--- config.mk ---
export PLATFORM = sky130hd
export DESIGN_NAME = bbox_frame_sequencer
export DESIGN_NICKNAME = d
export VERILOG_FILES = /design/src/rtl/bbox_frame_sequencer.sv
export SDC_FILE = /design/constraint.sdc
export NUM_CORES = 1
export LEC_CHECK = 0
export CAP_MARGIN = 20
export CORE_MARGIN = 8
export CORE_UTILIZATION = 30
export CTS_BUF_LIST = sky130_fd_sc_hd__clkbuf_4 sky130_fd_sc_hd__clkbuf_8 sky130_fd_sc_hd__clkbuf_16
export DETAILED_ROUTE_END_ITERATION = 8
export PLACE_DENSITY = 0.53
export SYNTH_ARGS = -nofsm -noshare
export SYNTH_HDL_FRONTEND = slang
export SYNTH_SLANG_ARGS = --single-unit
--- constraint.sdc ---
create_clock -name CLOCK_50 -period 5.6 [get_ports CLOCK_50]
set_clock_uncertainty 0.2 [all_clocks]
set_input_delay 1.12 -clock CLOCK_50 [delete_from_list [all_inputs] [get_ports CLOCK_50]]
set_output_delay 1.12 -clock CLOCK_50 [all_outputs]
set_load 0.02 [all_outputs]
--- src/rtl/bbox_frame_sequencer.sv ---
// Host-facing sequencer for the bounding-box engine.
// Decodes 32-bit host writes into image-RAM byte writes or a start command,
// pulses the engine start, guards the run with a watchdog and latches the
// min/max result into a packed read word.
// Ports:
//   CLOCK_50, reset          : clock, synchronous active-high reset
//   wr_en, hex_value_index   : host write ([31:24] data, [23:0] index/command)
//   rd_en, coordinates       : host read strobe and registered read data
//   busy                     : high while the engine owns the RAM
//   ram_we/ram_addr/ram_wdata: image RAM byte write port
//   bb_start, bb_done, bb_*  : engine start pulse, completion and result
module bbox_frame_sequencer #(
  parameter int unsigned WIDTH          = 100,
  parameter int unsigned HEIGHT         = 100,
  parameter int unsigned BPP            = 3,
  parameter int unsigned BBRESET        = 99999,
  parameter int unsigned TIMEOUT_CYCLES = 1000000
) (
  input  logic        CLOCK_50,
  input  logic        reset,
  input  logic        wr_en,
  input  logic [31:0] hex_value_index,
  input  logic        rd_en,
  output logic [31:0] coordinates,
  output logic        busy,
  output logic        ram_we,
  output logic [14:0] ram_addr,
  output logic [7:0]  ram_wdata,
  output logic        bb_start,
  input  logic        bb_done,
  input  logic [7:0]  bb_xmin,
  input  logic [7:0]  bb_ymin,
  input  logic [7:0]  bb_xmax,
  input  logic [7:0]  bb_ymax
);

  localparam int unsigned TOTAL = WIDTH * HEIGHT * BPP;
  localparam int unsigned WD_W  = (TIMEOUT_CYCLES > 1) ? $clog2(TIMEOUT_CYCLES) : 1;
  localparam int unsigned CNT_W = 24;

  typedef enum logic [1:0] {
    S_IDLE   = 2'd0,
    S_START  = 2'd1,
    S_WAIT   = 2'd2,
    S_RESULT = 2'd3
  } state_e;

  state_e            state_q, state_d;
  logic [WD_W-1:0]   wd_q, wd_d;
  logic              err_q, err_d;
  logic [CNT_W-1:0]  cnt_q, cnt_d;
  logic [31:0]       box_q, box_d;
  logic [31:0]       coord_q, coord_d;
  logic              busy_q, busy_d;
  logic              we_q, we_d;
  logic [14:0]       addr_q, addr_d;
  logic [7:0]        wdata_q, wdata_d;
  logic              start_q, start_d;

  logic [23:0] idx_c;
  logic [7:0]  byte_c;
  logic        is_pix_c;
  logic        is_cmd_c;
  logic        host_owns_c;

  assign idx_c       = hex_value_index[23:0];
  assign byte_c      = hex_value_index[31:24];
  assign is_pix_c    = idx_c < 24'(TOTAL);
  assign is_cmd_c    = idx_c == 24'(BBRESET);
  assign host_owns_c = (state_q == S_IDLE) || (state_q == S_RESULT);

  // Next-state, write decode, watchdog and read-word selection
  always_comb begin
    state_d = state_q;
    wd_d    = wd_q;
    err_d   = err_q;
    cnt_d   = cnt_q;
    box_d   = box_q;
    coord_d = coord_q;
    we_d    = 1'b0;
    addr_d  = addr_q;
    wdata_d = wdata_q;

    // Host byte writes only while the engine is not using the RAM
    if (wr_en && is_pix_c && host_owns_c) begin
      we_d    = 1'b1;
      addr_d  = idx_c[14:0];
      wdata_d = byte_c;
      if (cnt_q != '1) cnt_d = cnt_q + CNT_W'(1);
    end

    case (state_q)
      S_IDLE: begin
        if (wr_en && is_cmd_c) begin
          state_d = S_START;
          err_d   = 1'b0;
        end
      end
      S_START: begin
        state_d = S_WAIT;
        wd_d    = '0;
      end
      S_WAIT: begin
        // Done takes priority over a coincident watchdog expiry
        if (bb_done) begin
          box_d   = {bb_xmin, bb_ymin, bb_xmax, bb_ymax};
          state_d = S_RESULT;
        end else if (wd_q == WD_W'(TIMEOUT_CYCLES - 1)) begin
          err_d   = 1'b1;
          state_d = S_IDLE;
        end else begin
          wd_d = wd_q + WD_W'(1);
        end
      end
      S_RESULT: begin
        // Reading the box closes the frame; a same-cycle counted write is dropped
        if (rd_en) begin
          state_d = S_IDLE;
          cnt_d   = '0;
        end
      end
      default: state_d = S_IDLE;
    endcase

    // Bit31 set marks a status word; a valid box never has it set
    if (rd_en) begin
      coord_d = (state_q == S_RESULT) ? box_q
                                      : {1'b1, err_q, state_q, 4'b0, cnt_q};
    end

    busy_d  = (state_d == S_START) || (state_d == S_WAIT);
    start_d = (state_d == S_START);
  end

  // State and output registers
  always_ff @(posedge CLOCK_50) begin
    if (reset) begin
      state_q <= S_IDLE;
      wd_q    <= '0;
      err_q   <= 1'b0;
      cnt_q   <= '0;
      box_q   <= '0;
      coord_q <= '0;
      busy_q  <= 1'b0;
      we_q    <= 1'b0;
      addr_q  <= '0;
      wdata_q <= '0;
      start_q <= 1'b0;
    end else begin
      state_q <= state_d;
      wd_q    <= wd_d;
      err_q   <= err_d;
      cnt_q   <= cnt_d;
      box_q   <= box_d;
      coord_q <= coord_d;
      busy_q  <= busy_d;
      we_q    <= we_d;
      addr_q  <= addr_d;
      wdata_q <= wdata_d;
      start_q <= start_d;
    end
  end

  assign coordinates = coord_q;
  assign busy        = busy_q;
  assign ram_we      = we_q;
  assign ram_addr    = addr_q;
  assign ram_wdata   = wdata_q;
  assign bb_start    = start_q;

endmodule
==> results of run 1 <==
[worst min-delay path, delay by kind of cell, from the launching register on]
kind	cells	cell delay (ns)
flip-flops	1	0.30
AND/OR/NAND/NOR	1	0.05
AO/OA/AOI/OAI	1	0.05
[power breakdown]
part	switching [mW]	leakage, nW	internal [mW]
logic	0.0886	1.23	0.0852
registers	0.00826	1.11	0.989
clock network	0.424	0.310	0.796
[synth_stat cells (all sizes together), types with 2 or more instances]
cell type	instances
nand2	144
dfxtp	137
a21oi	79
nor2	58
nand3	34
clkbuf	33
a211oi	29
mux2i	29
nand4	15
and3	14
or4	13
buf	12
o21ai	12
o31ai	11
nor4	10
inv	9
nand2b	9
xor2	9
ha	8
nor3	6
o211ai	6
o21a	5
o31a	4
or3	4
a31o	3
a31oi	3
and4	3
nor2b	3
a2111oi	2
a41o	2
and2	2
nor4b	2
xnor2	2
[state kept, by name (all words and copies together) (netlist names)]
signal       cells
bb_start         1
ram_wdata        8
box_q           32
coordinates     32
cnt_q           24
state_q          2
ram_addr        15
err_q            1
ram_we           1
wd_q            20
busy             1
[cell type report]
type,count,area [um2]
repair buffers,133,1306
inverters,9,33.78
flip-flops and latches,137,2743
clock buffers,19,440.4
fillers,2096,11870
well taps,270,337.8
multi-input cells,535,3108
clock inverters,13,201.4
[routing by layer]
layer  track usage [%]  wire [um]  part of all wire [%]  vias up
met2             23.39       8556                    49       91
met5                 0          0                     0        -
met1             17.34       8004                    46     2493
met4             4.939        210                   1.2        0
li1                  -          -                     -     2816
met3             3.576        784                   4.5       13
[through the flow]
stage / hold WS (ns) / instances
after floorplan: 0.2360 / 726
after global placement: 0.2414 / 1084
after detailed placement: 0.2463 / 1084
after CTS: 0.2544 / 1116
after global routing: 0.2679 / 1116
final: 0.2519 / 1116
[worst max path at each step]
stage / start / end / slack (ns)
after detailed placement: hex_value_index[17] / cnt_q[6]$_SDFF_PP0_ / 1.90
after global routing: hex_value_index[17] / cnt_q[11]$_SDFF_PP0_ / 2.17
after CTS: hex_value_index[17] / cnt_q[6]$_SDFF_PP0_ / 2.33
after floorplan: hex_value_index[17] / busy$_SDFF_PP0_ / 2.67
after global placement: hex_value_index[17] / cnt_q[3]$_SDFF_PP0_ / 1.92
final: hex_value_index[17] / cnt_q[4]$_SDFF_PP0_ / 2.31
[logic make-up after synthesis]
logic type               Yosys count  share of synthesized area [%]
flip-flops                       137                          45.22
AND/OR/NAND/NOR                  322                          25.52
multiplexers                      29                          4.786
XOR/XNOR                          11                          1.589
buffers and inverters             54                          3.693
AO/OA/AOI/OAI                    165                          17.54
adder cells (fa/ha/maj)            8                          1.651
[cell usage in the layout, fill, tap and decap left out, types with 3 or more instances in the layout]
master	synthesis	layout
sky130_fd_sc_hd__and4_1	3	3
sky130_fd_sc_hd__clkinvlp_4	0	3
sky130_fd_sc_hd__o211ai_1	6	6
sky130_fd_sc_hd__mux2i_1	29	29
sky130_fd_sc_hd__o21ai_0	7	7
sky130_fd_sc_hd__bufinv_16	0	5
sky130_fd_sc_hd__nand2b_1	9	9
sky130_fd_sc_hd__nand3_1	32	32
sky130_fd_sc_hd__and3_1	14	14
sky130_fd_sc_hd__clkinv_2	0	4
sky130_fd_sc_hd__nor4_1	8	8
sky130_fd_sc_hd__nor2b_1	3	3
sky130_fd_sc_hd__o31a_1	4	4
sky130_fd_sc_hd__clkbuf_16	0	17
sky130_fd_sc_hd__or4_1	12	12
sky130_fd_sc_hd__xor2_1	9	9
sky130_fd_sc_hd__ha_1	8	7
sky130_fd_sc_hd__nand2_1	144	144
sky130_fd_sc_hd__buf_4	1	8
sky130_fd_sc_hd__a211oi_1	29	29
sky130_fd_sc_hd__nand4_1	15	15
sky130_fd_sc_hd__o21a_1	5	5
sky130_fd_sc_hd__clkdlybuf4s50_1	0	124
sky130_fd_sc_hd__o31ai_1	11	11
sky130_fd_sc_hd__o21ai_1	5	5
sky130_fd_sc_hd__dfxtp_1	137	137
sky130_fd_sc_hd__nor3_1	6	6
sky130_fd_sc_hd__a31o_2	3	3
sky130_fd_sc_hd__inv_1	9	9
sky130_fd_sc_hd__or3_1	4	4
sky130_fd_sc_hd__a21oi_1	79	79
sky130_fd_sc_hd__a31oi_1	3	3
sky130_fd_sc_hd__nor2_1	58	58
==> impl_summary.txt, run 1 <==
----------------------------------------------------
[Power and ir drop]
  Maximum ir drop on the vdd rail ... 175.2 uV
  Overall power ... 2.391 mW
  Total power density per cell area ... 292.7 nW/um2
  Cell leakage power ... 2.648 nW

[Placement]
  Post-DP HPWL ... 12150 um
  Area after DPL ... 7528 um2
  RePlAce Congestion ... 0.7744
  Worst setup slack after placement ... 1.896 ns
  IO buf count ... 126

[Routing]
  Detailed Route Iter0 Violations ... 286
  Final wirelength ... 17560 um
  Routed length per instance ... 15.73 um
  Vias ... 5413
  Post-route antenna net violation count ... 0
  Drt first pass iters ... 4
  Routed vias/inst ... 4.850
  DRC violation count after routing ... 0

[Global routing]
  Pin count of the biggest net entering global routing ... 96
  Leftover overflow at the end of global routing ... 0
  Via count of the first global-routing pass ... 5164
  Antenna violations before repair ... 0
  GRT Resource Usage Total ... 14.08%
  Wire length of the first global-routing pass ... 27770 um

[Synthesis]
  Top flip-flop cell by instance count after synthesis ... sky130_fd_sc_hd__dfxtp_1
  Unique masters post-synth ... 58
  Instance count of the mapped netlist ... 726
  Sequential fraction of the synthesis area ... 45.22%
  FF+latch count, synth ... 137
  Post-Synthesis Mean Instance Area ... 8.353 um2
  Post-Synthesis Net Count ... 803
  Share of the synthesized area in the top cell type ... 45.22%
  Total standard cell area after synthesis ... 6065 um2
  Top post-synthesis cells by area ... sky130_fd_sc_hd__dfxtp_1 (45%), sky130_fd_sc_hd__nand2_1 (8.9%), sky130_fd_sc_hd__a21oi_1 (6.5%)
  Count of flip-flops with a built-in enable after synthesis ... 0
  Number of warnings issued by yosys ... 0
  Async set-reset flop share out of synthesis ... 0%
  Post-synth top area cell ... sky130_fd_sc_hd__dfxtp_1

[Floorplan]
  DIE WIDTH ... 158.2 um
  Area of the core region ... 20040 um2
  Die extent in y ... 158.2 um
  Die Outline Area ... 25020 um2
  Effective utilization at floorplan ... 30.26%
  Std-Cell Rows ... 52
  Boundary Pins ... 127

[Setup path]
  CP max FO ... 54
  Slowest stage cell on the critical path ... sky130_fd_sc_hd__or4_1
  Launch instance of the worst register-to-register path ... state_q[1]$_SDFF_PP0_
  Category of the most critical setup path ... input pin to register
  Crit path capture type ... register
  Buf+Inv Stages, Crit Path ... 1
  Destination of the worst register-to-register timing path ... cnt_q[4]$_SDFF_PP0_
  Flop2flop setup slack ... 2.70 ns
  Worst path required time ... 5.73 ns
  Family of cells with the greatest summed delay on the critical path ... simple AND/OR/NAND/NOR gates
  Longest individual stage delay on the worst path ... 0.62 ns
  Reg2Reg Depth ... 7
  Critical Path AT ... 3.42 ns
  Cell-by-cell listing of the critical path ... clkdlybuf4s50_1 > nor4_4 > nand3_2 > a41o_2 > or4_1 > a21oi_1
  Count of cell instances traversed by the critical path ... 6
  Startpoint type of the worst setup path ... input pin

[Min path]
  Hold Path Cell Cnt ... 2
  Hold path startpoint ... ram_addr[11]$_SDFFE_PP0N_
  Hold Path Sink ... ram_addr[11]$_SDFFE_PP0N_
  HP Class ... register to register

[Clocking]
  Post-cts repair resize count ... 0
  TritonCTS clock tree ... built
  Count of H-tree levels built during CTS ... 4
  Clock latency on the worst-skew pair ... 0.42 ns
  Total number of clock tree sinks ... 137
  Post CTS Setup Buffer Count ... 0
  Cts-stage hold buffer count ... 0
  Buffers from clock root to sink, at most ... 2
  CTS root buffer ... sky130_fd_sc_hd__clkbuf_16
  Number of buffers added by the clock tree synthesis step ... 17
  Clock transition at path regs ... 0.06 ns

[Finish]
  Antenna Cells ... 0
  Final net count ... 910
  Synthesis-to-layout area growth ... 34.72%
  Post-Layout Inst Area ... 8170 um2
  Utilization after layout ... 40.77%
  Fraction of final layout cells with drive strength greater than 1 ... 6.619%

[Timing]
  Setup_tns ... 0 ns
  Normalized max-slew margin ... 30.50%
  Final setup viols ... 0
  Share of the clock period used by the worst path ... 58.68%
  Transition time at the pin with the least slew margin ... 1.043 ns
  Final number of hold-violating endpoints ... 0
  Final min period ... 3.286 ns
  Worst Setup Slack, final ... 2.314 ns
  Final slew viol count ... 0
  Setup repair after global routing missed its margin ... no
  Highest achievable clock rate ... 0.3043 GHz

[Flow run]
  Max-Cap Viols ... 0

[Outcome]
  Run status ... completed

----------------------------------------------------
Note: power is estimated with default switching activity, not from simulation.
==> run 2, diff against run 1 <==
PLACE_DENSITY = 0.55   (was 0.53)
clock period = 3 ns   (was 5.6 ns; I/O delays follow)
==> run 2 against run 1 <==
Final cell count increased by 2.2%. Die area unchanged. Design area is 1.3% higher. Highest routed layer unchanged. Clock power grew 59%. Count of clock-buffer cells in the layout up 2. Core utilization up 0.55 points. Largest power group unchanged. Register-to-register slack got worse by 2.4 ns. Sequential power grew 87%. Hold slack gained 0.00067 ns. Setup slack lost 2.0 ns. Combinational power is 93% higher. Non-clock buffer count rose by 26.
==> impl_summary.txt, run 2 (synthesis results as in run 1) <==
----------------------------------------------------
[Timing]
  Final setup viols ... 0 (unchanged)
  Normalized max-slew margin ... 54.91% (was 30.50%)
  Setup_tns ... 0 ns (unchanged)
  Post-route worst hold slack ... 0.2526 ns (was 0.2519 ns)
  Final slew viol count ... 0 (unchanged)
  Final min period ... 2.697 ns
  Share of the clock period used by the worst path ... 89.91%
  Worst Setup Slack, final ... 0.3026 ns (was 2.314 ns)
  Setup repair after global routing missed its margin ... no (unchanged)
  Highest achievable clock rate ... 0.3707 GHz
  Final number of hold-violating endpoints ... 0 (unchanged)
  Transition time at the pin with the least slew margin ... 0.6701 ns (was 1.043 ns)

[Routing]
  Routed length per instance ... 15.45 um (was 15.73 um)
  Detailed Route Iter0 Violations ... 224 (was 286)
  Post-route antenna net violation count ... 0 (unchanged)
  Routed vias/inst ... 4.814 (was 4.850)
  Final wirelength ... 17620 um (was 17560 um)
  Drt first pass iters ... 5 (was 4)
  DRC violation count after routing ... 0 (unchanged)
  Vias ... 5488 (was 5413)

[Placement]
  IO buf count ... 126 (unchanged)
  RePlAce Congestion ... 0.8085 (was 0.7744)
  Worst setup slack after placement ... -0.1063 ns (was 1.896 ns)
  Post-DP HPWL ... 12570 um (was 12150 um)

[Setup path]
  Critical Path AT ... 2.85 ns (was 3.42 ns)
  Capture point of the critical path ... busy$_SDFF_PP0_ (was cnt_q[4]$_SDFF_PP0_)
  Cell-by-cell listing of the critical path ... clkdlybuf4s50_1 > nor4b_4 > nand2_1 > or4_1 > a21oi_1 > o21a_1 > ha_1 > nor2_1 (was clkdlybuf4s50_1 > nor4_4 > nand3_2 > a41o_2 > or4_1 > a21oi_1)
  Worst path required time ... 3.15 ns (was 5.73 ns)
  Crit path capture type ... register (unchanged)
  Flop2flop setup slack ... 0.30 ns (was 2.70 ns)
  Launch instance of the worst register-to-register path ... state_q[0]$_SDFF_PP0_ (was state_q[1]$_SDFF_PP0_)
  Startpoint type of the worst setup path ... input pin (unchanged)
  Count of cell instances traversed by the critical path ... 8 (was 6)
  Start point of the critical path ... hex_value_index[20] (was hex_value_index[17])
  Buf+Inv Stages, Crit Path ... 1 (unchanged)
  Category of the most critical setup path ... input pin to register (unchanged)
  CP max FO ... 3 (was 54)
  Longest individual stage delay on the worst path ... 0.66 ns (was 0.62 ns)
  Reg2Reg Depth ... 8 (was 7)
  Slowest stage cell on the critical path ... sky130_fd_sc_hd__or4_1 (unchanged)
  Destination of the worst register-to-register timing path ... cnt_q[12]$_SDFF_PP0_ (was cnt_q[4]$_SDFF_PP0_)
  Family of cells with the greatest summed delay on the critical path ... simple AND/OR/NAND/NOR gates (unchanged)

[Floorplan]
  Std-Cell Rows ... 52 (unchanged)
  Area of the core region ... 20040 um2 (unchanged)
  Boundary Pins ... 127 (unchanged)
  Die extent in y ... 158.2 um (unchanged)
  DIE WIDTH ... 158.2 um (unchanged)
  Effective utilization at floorplan ... 30.26% (unchanged)
  Die Outline Area ... 25020 um2 (unchanged)

[Finish]
  Utilization after layout ... 41.32% (was 40.77%)
  Synthesis-to-layout area growth ... 36.54% (was 34.72%)
  Final net count ... 936 (was 910)
  Antenna Cells ... 0 (unchanged)
  Commonest cells after routing, fill and taps aside ... sky130_fd_sc_hd__nand2_1 (144), sky130_fd_sc_hd__dfxtp_1 (137), sky130_fd_sc_hd__clkdlybuf4s50_1 (124), sky130_fd_sc_hd__a21oi_1 (79), sky130_fd_sc_hd__nor2_1 (58) (unchanged)
  Most common cell after layout, fill and taps aside ... sky130_fd_sc_hd__nand2_1 (unchanged)
  Fraction of final layout cells with drive strength greater than 1 ... 9.195% (was 6.619%)
  Number of fill cells in the layout ... 2097 (was 2096)

[Clocking]
  Cts-stage hold buffer count ... 0 (unchanged)
  Buffers from clock root to sink, at most ... 2 (unchanged)
  TritonCTS clock tree ... built (unchanged)
  Clock latency on the worst-skew pair ... 0.42 ns (about the same)
  Total number of clock tree sinks ... 137 (unchanged)
  Count of H-tree levels built during CTS ... 4 (unchanged)
  Post CTS Setup Buffer Count ... 0 (unchanged)
  CTS root buffer ... sky130_fd_sc_hd__clkbuf_16 (unchanged)
  Number of buffers added by the clock tree synthesis step ... 17 (unchanged)
  Post-cts repair resize count ... 0 (unchanged)
  Clock transition at path regs ... 0.06 ns (about the same)

[Global routing]
  Wire length of the first global-routing pass ... 28380 um (was 27770 um)
  GRT Resource Usage Total ... 14.36% (was 14.08%)
  Leftover overflow at the end of global routing ... 0 (unchanged)
  Antenna violations before repair ... 0 (unchanged)
  Via count of the first global-routing pass ... 5353 (was 5164)
  Pin count of the biggest net entering global routing ... 55 (was 96)

[Power and ir drop]
  Total power density per cell area ... 500.1 nW/um2 (was 292.7 nW/um2)
  Maximum ir drop on the vdd rail ... 366.7 uV (was 175.2 uV)
  Cell leakage power ... 2.744 nW (was 2.648 nW)

[Outcome]
  Run status ... completed (unchanged)

[Min path]
  HP Class ... register to register (unchanged)

[Flow run]
  Max-Cap Viols ... 0 (unchanged)

----------------------------------------------------
run 2: changes by cell type in the layout (fill, tap and decap cells not counted):
cell	previous run	this run
sky130_fd_sc_hd__buf_4	8	33
sky130_fd_sc_hd__bufinv_16	5	1
sky130_fd_sc_hd__clkbuf_8	0	2
sky130_fd_sc_hd__clkinv_2	4	6
sky130_fd_sc_hd__clkinvlp_4	3	1
sky130_fd_sc_hd__buf_12	0	1
run 2: worst min-delay path, delay by kind of cell (launching register included):
family / cells / cell delay (ns)
and+or+nand+nor: 1 / 0.05
AOI/OAI and AO/OA: 1 / 0.05
DFF: 1 / 0.30
run 2: how the worst min path moves through the flow:
stage	start	to	slack (ns)	depth (start not counted)
4_1_cts	ram_addr[13]$_SDFFE_PP0N_	ram_addr[13]$_SDFFE_PP0N_	0.25	2
3_3_place_gp	ram_wdata[3]$_SDFFE_PP0N_	ram_wdata[3]$_SDFFE_PP0N_	0.24	2
2_1_floorplan	box_q[0]$_SDFFE_PP0P_	box_q[0]$_SDFFE_PP0P_	0.24	2
5_1_grt	box_q[23]$_SDFFE_PP0P_	box_q[23]$_SDFFE_PP0P_	0.27	2
6_report	box_q[10]$_SDFFE_PP0P_	box_q[10]$_SDFFE_PP0P_	0.25	2
3_5_place_dp	box_q[31]$_SDFFE_PP0P_	box_q[31]$_SDFFE_PP0P_	0.25	2
run 2: cell type report:
cell class	count	area (um2)	area share, %
Sequential cell	137	2743	33.12
Multi-Input combinational cell	535	3108	37.53
Tap cell	270	337.8	4.080
Clock inverter	9	76.32	0.9217
Inverter	9	33.78	0.4080
Clock buffer	21	467.9	5.651
Timing Repair Buffer	159	1514	18.28
run 2: metrics by stage:
step / power [mW] / std cells / instance area (um2)
floorplan: 2.041 / 726 / 6065
global placement: 2.240 / 1110 / 7736
detailed placement: 2.240 / 1110 / 7736
CTS: 4.208 / 1140 / 8280
global route: 4.326 / 1140 / 8280
finish: 4.141 / 1140 / 8280
run 2: metal layers:
| layer | vias to the layer above | wire, um | track usage [%] | part of all wire (%) |
|---|---|---|---|---|
| li1 | 2851 | - | - | - |
| met2 | 98 | 8209 | 22.82 | 47 |
| met4 | 0 | 257 | 4.894 | 1.5 |
| met5 | - | 0 | 0 | 0 |
| met3 | 19 | 790 | 4.013 | 4.5 |
| met1 | 2520 | 8360 | 18.35 | 47 |
run 2: where the power goes:
| part | switching [mW] | internal (mW) |
|---|---|---|
| logic | 0.166 | 0.169 |
| registers | 0.0154 | 1.85 |
| clock network | 0.761 | 1.18 |
